[src/rtl/seg_pkg.sv]
// Shared types for the seven-segment scanner:
// segment vector, blank pattern, scan FSM states.
package seg_pkg;

  typedef logic [0:6] seg_t;

  localparam seg_t SEG_BLANK = 7'b1111111;
  localparam seg_t SEG_ZERO  = 7'b0000001;

  typedef enum logic [1:0] {
    OFF,
    GUARD,
    ON
  } state_t;

endpackage

[src/rtl/binaryToBCD.sv]
// Hex-digit to active-low segment decoder, index 0 = a.
// Codes above 9 show as "0".
module binaryToBCD
  import seg_pkg::*;
(
  input  logic [3:0] bin,
  output seg_t       seg
);

  always_comb begin
    seg = SEG_ZERO;
    unique case (bin)
      4'd0: seg = 7'b0000001;
      4'd1: seg = 7'b1001111;
      4'd2: seg = 7'b0010010;
      4'd3: seg = 7'b0000110;
      4'd4: seg = 7'b1001100;
      4'd5: seg = 7'b0100100;
      4'd6: seg = 7'b0100000;
      4'd7: seg = 7'b0001111;
      4'd8: seg = 7'b0000000;
      4'd9: seg = 7'b0000100;
      default: seg = SEG_ZERO;
    endcase
  end

endmodule

[src/rtl/seven_seg_scanner.sv]
// Round-robin common-anode digit scanner with guard blanking
// and frame-aligned commit of newly loaded display contents.
module seven_seg_scanner
  import seg_pkg::*;
#(
  parameter int N_DIGITS     = 4,
  parameter int REFRESH_DIV  = 50000,
  parameter int GUARD_CYCLES = 500
) (
  input  logic                  clk,
  input  logic                  rst,
  input  logic                  enable,
  input  logic                  load_valid,
  output logic                  load_ready,
  input  logic [4*N_DIGITS-1:0] load_digits,
  input  logic [N_DIGITS-1:0]   load_blank,
  output logic [0:6]            seg,
  output logic [N_DIGITS-1:0]   an,
  output logic                  frame_done
);

  localparam int CW = (REFRESH_DIV > 1) ? $clog2(REFRESH_DIV) : 1;
  localparam int DW = $clog2(N_DIGITS);

  localparam logic [CW-1:0] SLOT_LAST  = CW'(REFRESH_DIV - 1);
  localparam logic [CW-1:0] GUARD_LAST =
    CW'((GUARD_CYCLES > 0) ? GUARD_CYCLES - 1 : 0);
  localparam logic [DW-1:0] DIG_LAST   = DW'(N_DIGITS - 1);
  localparam logic [N_DIGITS-1:0] AN_OFF = '1;

  // With no guard interval every slot opens directly in ON.
  localparam state_t SLOT_START = (GUARD_CYCLES > 0) ? GUARD : ON;

  state_t                state_q, state_d;
  logic [CW-1:0]         slot_cnt_q, slot_cnt_d;
  logic [DW-1:0]         digit_idx_q, digit_idx_d;

  logic [4*N_DIGITS-1:0] act_digits_q, act_digits_d;
  logic [N_DIGITS-1:0]   act_blank_q, act_blank_d;
  logic [4*N_DIGITS-1:0] pend_digits_q, pend_digits_d;
  logic [N_DIGITS-1:0]   pend_blank_q, pend_blank_d;
  logic                  pend_full_q, pend_full_d;

  seg_t                  seg_q, seg_d;
  logic [N_DIGITS-1:0]   an_q, an_d;
  logic                  frame_done_q, frame_done_d;

  logic                  frame_end;
  logic                  accept;
  logic [3:0]            sel_digit;
  logic                  sel_blank;
  logic [N_DIGITS-1:0]   sel_onehot;
  logic                  lit;
  seg_t                  dec_seg;

  assign load_ready = ~pend_full_q;
  assign accept     = load_valid & ~pend_full_q;
  assign seg        = seg_q;
  assign an         = an_q;
  assign frame_done = frame_done_q;

  assign frame_end = enable
                   & (state_q == ON)
                   & (digit_idx_q == DIG_LAST)
                   & (slot_cnt_q == SLOT_LAST);

  always_comb begin
    state_d     = state_q;
    slot_cnt_d  = slot_cnt_q;
    digit_idx_d = digit_idx_q;
    if (!enable) begin
      state_d     = OFF;
      slot_cnt_d  = '0;
      digit_idx_d = '0;
    end else begin
      unique case (state_q)
        OFF: begin
          state_d     = SLOT_START;
          slot_cnt_d  = '0;
          digit_idx_d = '0;
        end
        GUARD: begin
          slot_cnt_d = slot_cnt_q + 1'b1;
          if (slot_cnt_q == GUARD_LAST) state_d = ON;
        end
        ON: begin
          if (slot_cnt_q == SLOT_LAST) begin
            state_d     = SLOT_START;
            slot_cnt_d  = '0;
            digit_idx_d = (digit_idx_q == DIG_LAST) ?
                          '0 : digit_idx_q + 1'b1;
          end else begin
            slot_cnt_d = slot_cnt_q + 1'b1;
          end
        end
        default: begin
          state_d     = OFF;
          slot_cnt_d  = '0;
          digit_idx_d = '0;
        end
      endcase
    end
  end

  always_comb begin
    act_digits_d  = act_digits_q;
    act_blank_d   = act_blank_q;
    pend_digits_d = pend_digits_q;
    pend_blank_d  = pend_blank_q;
    pend_full_d   = pend_full_q;
    if (state_q == OFF) begin
      // Nothing on screen to tear: commit straight away.
      if (accept) begin
        act_digits_d = load_digits;
        act_blank_d  = load_blank;
      end else if (pend_full_q) begin
        act_digits_d = pend_digits_q;
        act_blank_d  = pend_blank_q;
        pend_full_d  = 1'b0;
      end
    end else if (frame_end) begin
      if (pend_full_q) begin
        act_digits_d = pend_digits_q;
        act_blank_d  = pend_blank_q;
        pend_full_d  = 1'b0;
      end else if (accept) begin
        act_digits_d = load_digits;
        act_blank_d  = load_blank;
      end
    end else if (accept) begin
      pend_digits_d = load_digits;
      pend_blank_d  = load_blank;
      pend_full_d   = 1'b1;
    end
  end

  always_comb begin
    sel_digit  = '0;
    sel_blank  = 1'b1;
    sel_onehot = '0;
    for (int i = 0; i < N_DIGITS; i++) begin
      if (DW'(i) == digit_idx_q) begin
        sel_digit     = act_digits_q[4*i +: 4];
        sel_blank     = act_blank_q[i];
        sel_onehot[i] = 1'b1;
      end
    end
  end

  binaryToBCD u_dec (
    .bin (sel_digit),
    .seg (dec_seg)
  );

  always_comb begin
    lit          = enable & (state_q == ON) & ~sel_blank;
    seg_d        = lit ? dec_seg : SEG_BLANK;
    an_d         = lit ? ~sel_onehot : AN_OFF;
    frame_done_d = frame_end;
  end

  always_ff @(posedge clk) begin
    if (rst) begin
      state_q       <= SLOT_START;
      slot_cnt_q    <= '0;
      digit_idx_q   <= '0;
      act_digits_q  <= '0;
      act_blank_q   <= '1;
      pend_digits_q <= '0;
      pend_blank_q  <= '0;
      pend_full_q   <= 1'b0;
      seg_q         <= SEG_BLANK;
      an_q          <= AN_OFF;
      frame_done_q  <= 1'b0;
    end else begin
      state_q       <= state_d;
      slot_cnt_q    <= slot_cnt_d;
      digit_idx_q   <= digit_idx_d;
      act_digits_q  <= act_digits_d;
      act_blank_q   <= act_blank_d;
      pend_digits_q <= pend_digits_d;
      pend_blank_q  <= pend_blank_d;
      pend_full_q   <= pend_full_d;
      seg_q         <= seg_d;
      an_q          <= an_d;
      frame_done_q  <= frame_done_d;
    end
  end

endmodule

[config.mk]
export PLATFORM = sky130hd
export DESIGN_NAME = seven_seg_scanner
export DESIGN_NICKNAME = d
export VERILOG_FILES = /design/src/rtl/seg_pkg.sv /design/src/rtl/binaryToBCD.sv /design/src/rtl/seven_seg_scanner.sv
export SDC_FILE = /design/constraint.sdc
export NUM_CORES = 1
export LEC_CHECK = 0
export CAP_MARGIN = 25
export CORE_MARGIN = 4
export CORE_UTILIZATION = 40
export CTS_BUF_LIST = sky130_fd_sc_hd__clkbuf_16
export CTS_CLUSTER_SIZE = 16
export DETAILED_ROUTE_END_ITERATION = 12
export GPL_TIMING_DRIVEN = 1
export SYNTH_ARGS = -nofsm -noshare
export SYNTH_HDL_FRONTEND = slang
export SYNTH_SLANG_ARGS = --single-unit
[constraint.sdc]
create_clock -name clk -period 6.3 [get_ports clk]
set_input_delay 1.26 -clock clk [delete_from_list [all_inputs] [get_ports clk]]
set_output_delay 1.26 -clock clk [all_outputs]
set_load 0.05 [all_outputs]
==> metrics.md, run 1 <==
| Metric | Value |
|---|---|
| Clock slew at reported path FFs | 0.06 ns |
| Status | completed |
| Fin. max-slew vios | 0 |
| Core area | 0.00924 mm^2 |
| Reg power frac | 40.9% |
| Critical Path RT | 5.04 ns |
| Vias in the first global route | 2,832 |
| Die Y-Extent | 105 um |
| Reg area | 0.00146 mm^2 |
| Syn_nets | 454 |
| CP Capture Type | output pin |
| Slowest cell delay on critical path | 0.94 ns |
| Area of the mapped netlist | 0.00380 mm^2 |
| Io pins | 37 |
| Net Sw Power | 289 uW |
| Final Setup Violations | 0 |
| Worst hold margin | 0.461 ns |
| Critical Path End | load_ready |
| # Max-Cap Violations | 0 |
| Final Hold Fails | 0 |
| Clock Latency Late Sink | 0.33 ns |
| Num CTS Buffers | 9 |
| DIE WIDTH | 105 um |
| Average routed wire per standard cell | 13.8 um |
| Most frequent cells in the layout | dfxtp_1, nand2b_1, mux2i_1, clkdlybuf4s50_1 |
| CP Launch Type | flip-flop |
| Post-synth ARST share | 0% |
| Synth unique cells | 44 |
| Fin nets | 477 |
| Longest Clk Path Bufs | 2 |
| Cell count after synthesis | 417 |
| Most common cell after layout, fill and taps aside | dfxtp_1 |
| Slew of the pin with the lowest slew margin | 1.00 ns |
| Initial antenna violation count | 0 |
| ANT cells | 0 |
| Largest net degree at the start of global routing | 87 |
| # DRC | 0 |
| Fin crit share | 58.0% |
| Setup TNS | 0 ns |
| Slowest CP cell | clkdlybuf4s50_1 |
| Post-synth EDFFs | 0 |
| Avg Cell Area, Syn | 9.11 um^2 |
| GPL Wtd Cong | 0.771 |
| # resized after CTS | 0 |
| Area Growth Syn to Fin | 19.5% |
| Yosys top cell area share | 38.5% |
| CP Max Fanout | 23 |
| Combinational cell fraction of total power | 12.6% |
| RR Endpoint | seg[3]$_SDFF_PP1_ |
| PwrDens | 272 mW/mm^2 |
| Vias after detailed routing | 2,963 |
| DRT iter0 DRCs | 122 |
| RSZ-0062 raised after global routing | false |
| CTS Root Cell | clkbuf_16 |
| Hold WC Path Type | reg2reg |
| Sw frac | 23.4% |
| Share of the yosys chip area belonging to registers | 38.5% |
| CTS tree | done |
| Tmin final | 3.65 ns |
| Overflow after GRT | 0 |
| Clk pwr share | 46.5% |
| Multi-input gate area | 0.00216 mm^2 |
| Top_reg_cell synth | dfxtp_1 |
| Drt total wl | 7.93 mm |
| Clk_skew | 0.00655 ns |
| Cts hold-fix bufs | 0 |
| First-pass GRT wire length | 13.4 mm |
| H-tree depth | 3 |
| Synth top area cells | dfxtp_1, mux2i_1, nand2b_1 |
| Post-DP HPWL | 5.38 mm |
| CP cell instances | inv_1 -> clkdlybuf4s50_1 |
| R2R Setup Slk | 3.86 ns |
| Avg Vias per Cell | 5.16 |
| #FFs+latches synth | 73 |
| Post-CTS Setup Inserts | 0 |
| R2R depth | 8 |
| Critical path arrival | 2.39 ns |
| Starting Density | 41.1% |
| P_int | 944 uW |
| Post-route ant nets | 0 |
| Die area | 0.0111 mm^2 |
| Filler cells | 879 |
| Pleak | 0.00178 uW |
| PortBufs | 36 |
| Leading area contributor after synthesis | dfxtp_1 |
| Fraction of layout cells with a size suffix above 1 | 4.72% |
| Synthesis Warnings | 0 |
| Worst slew margin | 32.6% |
| Peak VDD IR | 0.148 mV |
| Drt pass-1 iters | 4 |
| Rows | 35 |
| Clock Sinks | 73 |
| Crit path launch | pend_full_q$_SDFFE_PP0P_ |
| Crit Path Class | reg2out |
| FMAX | 274 MHz |
| Overall Global Routing Usage | 14.7% |
| R2r startpoint | digit_idx_q[0]$_SDFFE_PP0P_ |
[cell usage after synthesis, types with 6 or more instances]
cell type / n
a211oi_1: 12
a21o_1: 16
and3_1: 6
clkbuf_1: 22
dfxtp_1: 73
ha_1: 13
inv_1: 11
mux2i_1: 47
nand2_1: 10
nand2b_1: 58
nand3_1: 25
nand4_1: 6
nor2_1: 25
nor2b_1: 7
nor3b_1: 7
o21ai_0: 25
xor2_1: 10
[layer usage]
metal  track usage (%)  up-vias  wire [um]
li1                  -     1511          -
met1              18.3     1407       3730
met2              24.6       31       3850
met3              3.80       14        211
met4              4.78        0        136
met5                 0        -          0
[critical path, delay by kind of cell, from the launching register on]
kind	cells	cell delay (ns)
buffers and inverters	2	1.57
DFF	1	0.50
[stage by stage]
stage | std cells | setup slack, ns | utilization, % | cell area [um^2] | power, uW
final | 574 | 2.65 | 49.1 | 4540 | 1230
after detailed placement | 558 | 3.08 | 45.5 | 4200 | 670
after CTS | 574 | 2.73 | 49.1 | 4540 | 1250
after global placement | 558 | 3.14 | 45.5 | 4200 | 668
after floorplan | 417 | 3.86 | - | 3800 | 632
after global routing | 574 | 2.55 | 49.1 | 4540 | 1280
[power groups by stage]
| stage | clock [uW] | combinational, uW | sequential (uW) |
|---|---|---|---|
| detailed placement | 0 | 156 | 514 |
| CTS | 585 | 157 | 504 |
| global route | 599 | 173 | 508 |
| global placement | 0 | 154 | 514 |
| finish | 573 | 156 | 505 |
| floorplan | 0 | 125 | 507 |
[worst min path at each step]
stage | end | cells past startpoint | from
global route | pend_digits_q[12]$_SDFFE_PP0P_ | 2 | pend_digits_q[12]$_SDFFE_PP0P_
CTS | pend_digits_q[7]$_SDFFE_PP0P_ | 2 | pend_digits_q[7]$_SDFFE_PP0P_
floorplan | slot_cnt_q[0]$_SDFF_PP0_ | 1 | slot_cnt_q[0]$_SDFF_PP0_
detailed placement | slot_cnt_q[0]$_SDFF_PP0_ | 1 | slot_cnt_q[0]$_SDFF_PP0_
finish | slot_cnt_q[0]$_SDFF_PP0_ | 1 | slot_cnt_q[0]$_SDFF_PP0_
global placement | slot_cnt_q[0]$_SDFF_PP0_ | 1 | slot_cnt_q[0]$_SDFF_PP0_
[flip-flops by register name, indices dropped and copies added (netlist names)]
signal	count
act_blank_q	4
frame_done	1
state_q	2
pend_blank_q	4
seg	7
an	4
digit_idx_q	2
slot_cnt_q	16
pend_full_q	1
act_digits_q	16
pend_digits_q	16
[kinds of logic (layout without fill, tap and decap cells)]
kind of cell | count (synthesis) | in the layout | synth area share (%)
buffers and inverters | 38 | 66 | 4.64
AOI/OAI and AO/OA | 68 | 68 | 12.0
xor gates and xnor gates | 13 | 13 | 3.00
and+or+nand+nor | 165 | 165 | 25.3
adders and majority gates | 13 | 13 | 4.28
DFF | 73 | 73 | 38.5
muxes | 47 | 47 | 12.4
[cell type report]
cell class                 instances  area share, %
clock buffer                       9           4.96
timing repair buffer              39           8.32
sequential                        73           32.2
tap                              129           3.56
clock inverter                     7           2.43
multi-input combinational        306           47.6
inverter                          11          0.910
(Power assumes the default switching activity.)
==> inputs of run 2 (changes only) <==
==> constraint.sdc (replaced) <==
create_clock -name clk -period 3.8 [get_ports clk]
set_input_delay 0.76 -clock clk [delete_from_list [all_inputs] [get_ports clk]]
set_output_delay 0.76 -clock clk [all_outputs]
set_load 0.05 [all_outputs]
==> metrics.md, run 2 (synthesis results as in run 1) <==
| Metric | Value |
|---|---|
| DIE WIDTH | 105 um (unchanged) |
| Drt total wl | 8.16 mm (was 7.93 mm) |
| Multi-input gate area | 0.00216 mm^2 (unchanged) |
| CP Max Fanout | 19 (was 23) |
| CP cell instances | inv_1 -> clkdlybuf4s50_1 (unchanged) |
| Clock Sinks | 73 (unchanged) |
| Largest registers | act_digits_q x16, pend_digits_q x16, slot_cnt_q x16 (unchanged) |
| Fin. max-slew vios | 0 (unchanged) |
| Rows | 35 (unchanged) |
| First-pass GRT wire length | 13.7 mm (was 13.4 mm) |
| Setup WS pre-CTS | 1.24 ns (was 3.08 ns) |
| Slowest CP cell | clkdlybuf4s50_1 (unchanged) |
| Final Setup Violations | 0 (unchanged) |
| Post-route ant nets | 0 (unchanged) |
| Reg area | 0.00146 mm^2 (unchanged) |
| ANT cells | 0 (unchanged) |
| Post-DP HPWL | 5.50 mm (was 5.38 mm) |
| Final core occ | 48.4% (was 49.1%) |
| Longest Clk Path Bufs | 2 (unchanged) |
| Status | completed (unchanged) |
| Largest net degree at the start of global routing | 83 (was 87) |
| Most frequent cells in the layout | dfxtp_1, nand2b_1, mux2i_1, clkdlybuf4s50_1 (unchanged) |
| Final Hold Fails | 0 (unchanged) |
| GPL Wtd Cong | 0.748 (was 0.771) |
| Post-CTS Setup Inserts | 0 (unchanged) |
| Area Growth Syn to Fin | 17.6% (was 19.5%) |
| Clock Latency Late Sink | 0.33 ns (about the same) |
| H-tree depth | 3 (unchanged) |
| Initial antenna violation count | 0 (unchanged) |
| Drt pass-1 iters | 4 (unchanged) |
| CP Capture Type | output pin (unchanged) |
| Starting Density | 41.1% (unchanged) |
| Cts hold-fix bufs | 0 (unchanged) |
| Final design area excluding fillers | 0.00447 mm^2 (was 0.00454 mm^2) |
| PortBufs | 36 (unchanged) |
| Placed cell area | 0.00423 mm^2 (was 0.00420 mm^2) |
| CTS Root Cell | clkbuf_16 (unchanged) |
| Die area | 0.0111 mm^2 (unchanged) |
| # Max-Cap Violations | 0 (unchanged) |
| # resized after CTS | 0 (unchanged) |
| Non-filler cells, final | 575 (was 574) |
| Tmin final | 2.66 ns |
| Critical Path RT | 3.04 ns (was 5.04 ns) |
| RSZ-0062 raised after global routing | false (unchanged) |
| Peak VDD IR | 0.206 mV (was 0.148 mV) |
| PwrDens | 407 mW/mm^2 (was 272 mW/mm^2) |
| Slowest cell delay on critical path | 0.73 ns (was 0.94 ns) |
| Fraction of layout cells with a size suffix above 1 | 4.48% (was 4.72%) |
| Die Y-Extent | 105 um (unchanged) |
| Fin nets | 480 (was 477) |
| Num CTS Buffers | 9 (unchanged) |
| Filler cells | 893 (was 879) |
| Pleak | 0.00175 uW (was 0.00178 uW) |
| Setup TNS | 0 ns (unchanged) |
| Overflow after GRT | 0 (unchanged) |
| Setup WS post-layout | 1.14 ns (was 2.65 ns) |
| Vias in the first global route | 2,866 (was 2,832) |
| Critical path arrival | 1.90 ns (was 2.39 ns) |
| Clk_skew | 0.00716 ns (was 0.00655 ns) |
| Worst slew margin | 35.0% (was 32.6%) |
| CP Launch Type | flip-flop (unchanged) |
| Fin crit share | 70.0% |
| Placed insts | 561 (was 558) |
| Overall Global Routing Usage | 15.0% (was 14.7%) |
| Io pins | 37 (unchanged) |
| Slew of the pin with the lowest slew margin | 0.970 ns (was 1.00 ns) |
| Core area | 0.00924 mm^2 (unchanged) |
| Clock slew at reported path FFs | 0.05 ns (was 0.06 ns) |
| # DRC | 0 (unchanged) |
| FMAX | 376 MHz |
| Crit path buf inv count | 2 (unchanged) |
| Avg Vias per Cell | 5.13 (was 5.16) |
| DRT iter0 DRCs | 61 (was 122) |
| CTS tree | done (unchanged) |
| Top delay family on crit path | buffers and inverters (unchanged) |
| Crit Path Class | reg2out (unchanged) |
| Average routed wire per standard cell | 14.2 um (was 13.8 um) |
| Hold WC Path Type | reg2reg (unchanged) |
| Most common cell after layout, fill and taps aside | dfxtp_1 (unchanged) |
| Vias after detailed routing | 2,952 (was 2,963) |
==> run 2: cell types whose count changed in the layout (fill, tap and decap cells not counted) <==
cell,before,now
buf_4,3,6
bufinv_16,3,0
inv_1,12,14
clkinv_4,1,0
==> run 2: metal layers <==
layer  up-vias  track usage [%]  wire, um
met5         -                0         0
met3        11             2.51       232
met2        42             26.0      4010
met4         0             5.90       120
met1      1389             18.5      3800
li1       1510                -         -
==> run 2: through the flow <==
step,power (uW),hold WS [ns]
floorplan,1050,0.426
global placement,1120,0.444
detailed placement,1120,0.455
CTS,1840,0.468
global route,1910,0.488
finish,1820,0.458
==> run 2: final timing paths <==
| kind | from | to | slack, ns | depth (start not counted) |
|---|---|---|---|---|
| hold / removal | slot_cnt_q[0]$_SDFF_PP0_ | slot_cnt_q[0]$_SDFF_PP0_ | 0.46 | 1 |
| setup reg to reg | digit_idx_q[0]$_SDFFE_PP0P_ | seg[3]$_SDFF_PP1_ | 1.37 | 8 |
| hold reg to reg | slot_cnt_q[0]$_SDFF_PP0_ | slot_cnt_q[0]$_SDFF_PP0_ | 0.46 | 1 |
| setup / recovery | pend_full_q$_SDFFE_PP0P_ | load_ready | 1.14 | 2 |
==> run 2: area by class of cell <==
type                       instances  share of cell area (%)
inverter                          11                   0.924
sequential                        73                    32.7
tap                              129                    3.61
timing repair buffer              42                    8.96
multi-input combinational        306                    48.4
clock inverter                     5                   0.420
clock buffer                       9                    5.04
==> run 2: worst register-to-register path: cells and delay by family, from the launching register on <==
| kind | cells | cell delay (ns) |
|---|---|---|
| AO/OA/AOI/OAI | 3 | 0.75 |
| adder cells (fa/ha/maj) | 2 | 0.83 |
| buffers and inverters | 2 | 0.18 |
| flip-flops | 1 | 0.40 |
| multiplexers | 1 | 0.11 |
==> run 2: power breakdown <==
| group | internal, uW | switching (uW) |
|---|---|---|
| Combinational | 127 | 140 |
| Sequential | 808 | 28.0 |
| Clock | 422 | 295 |
| Total | 1360 | 463 |
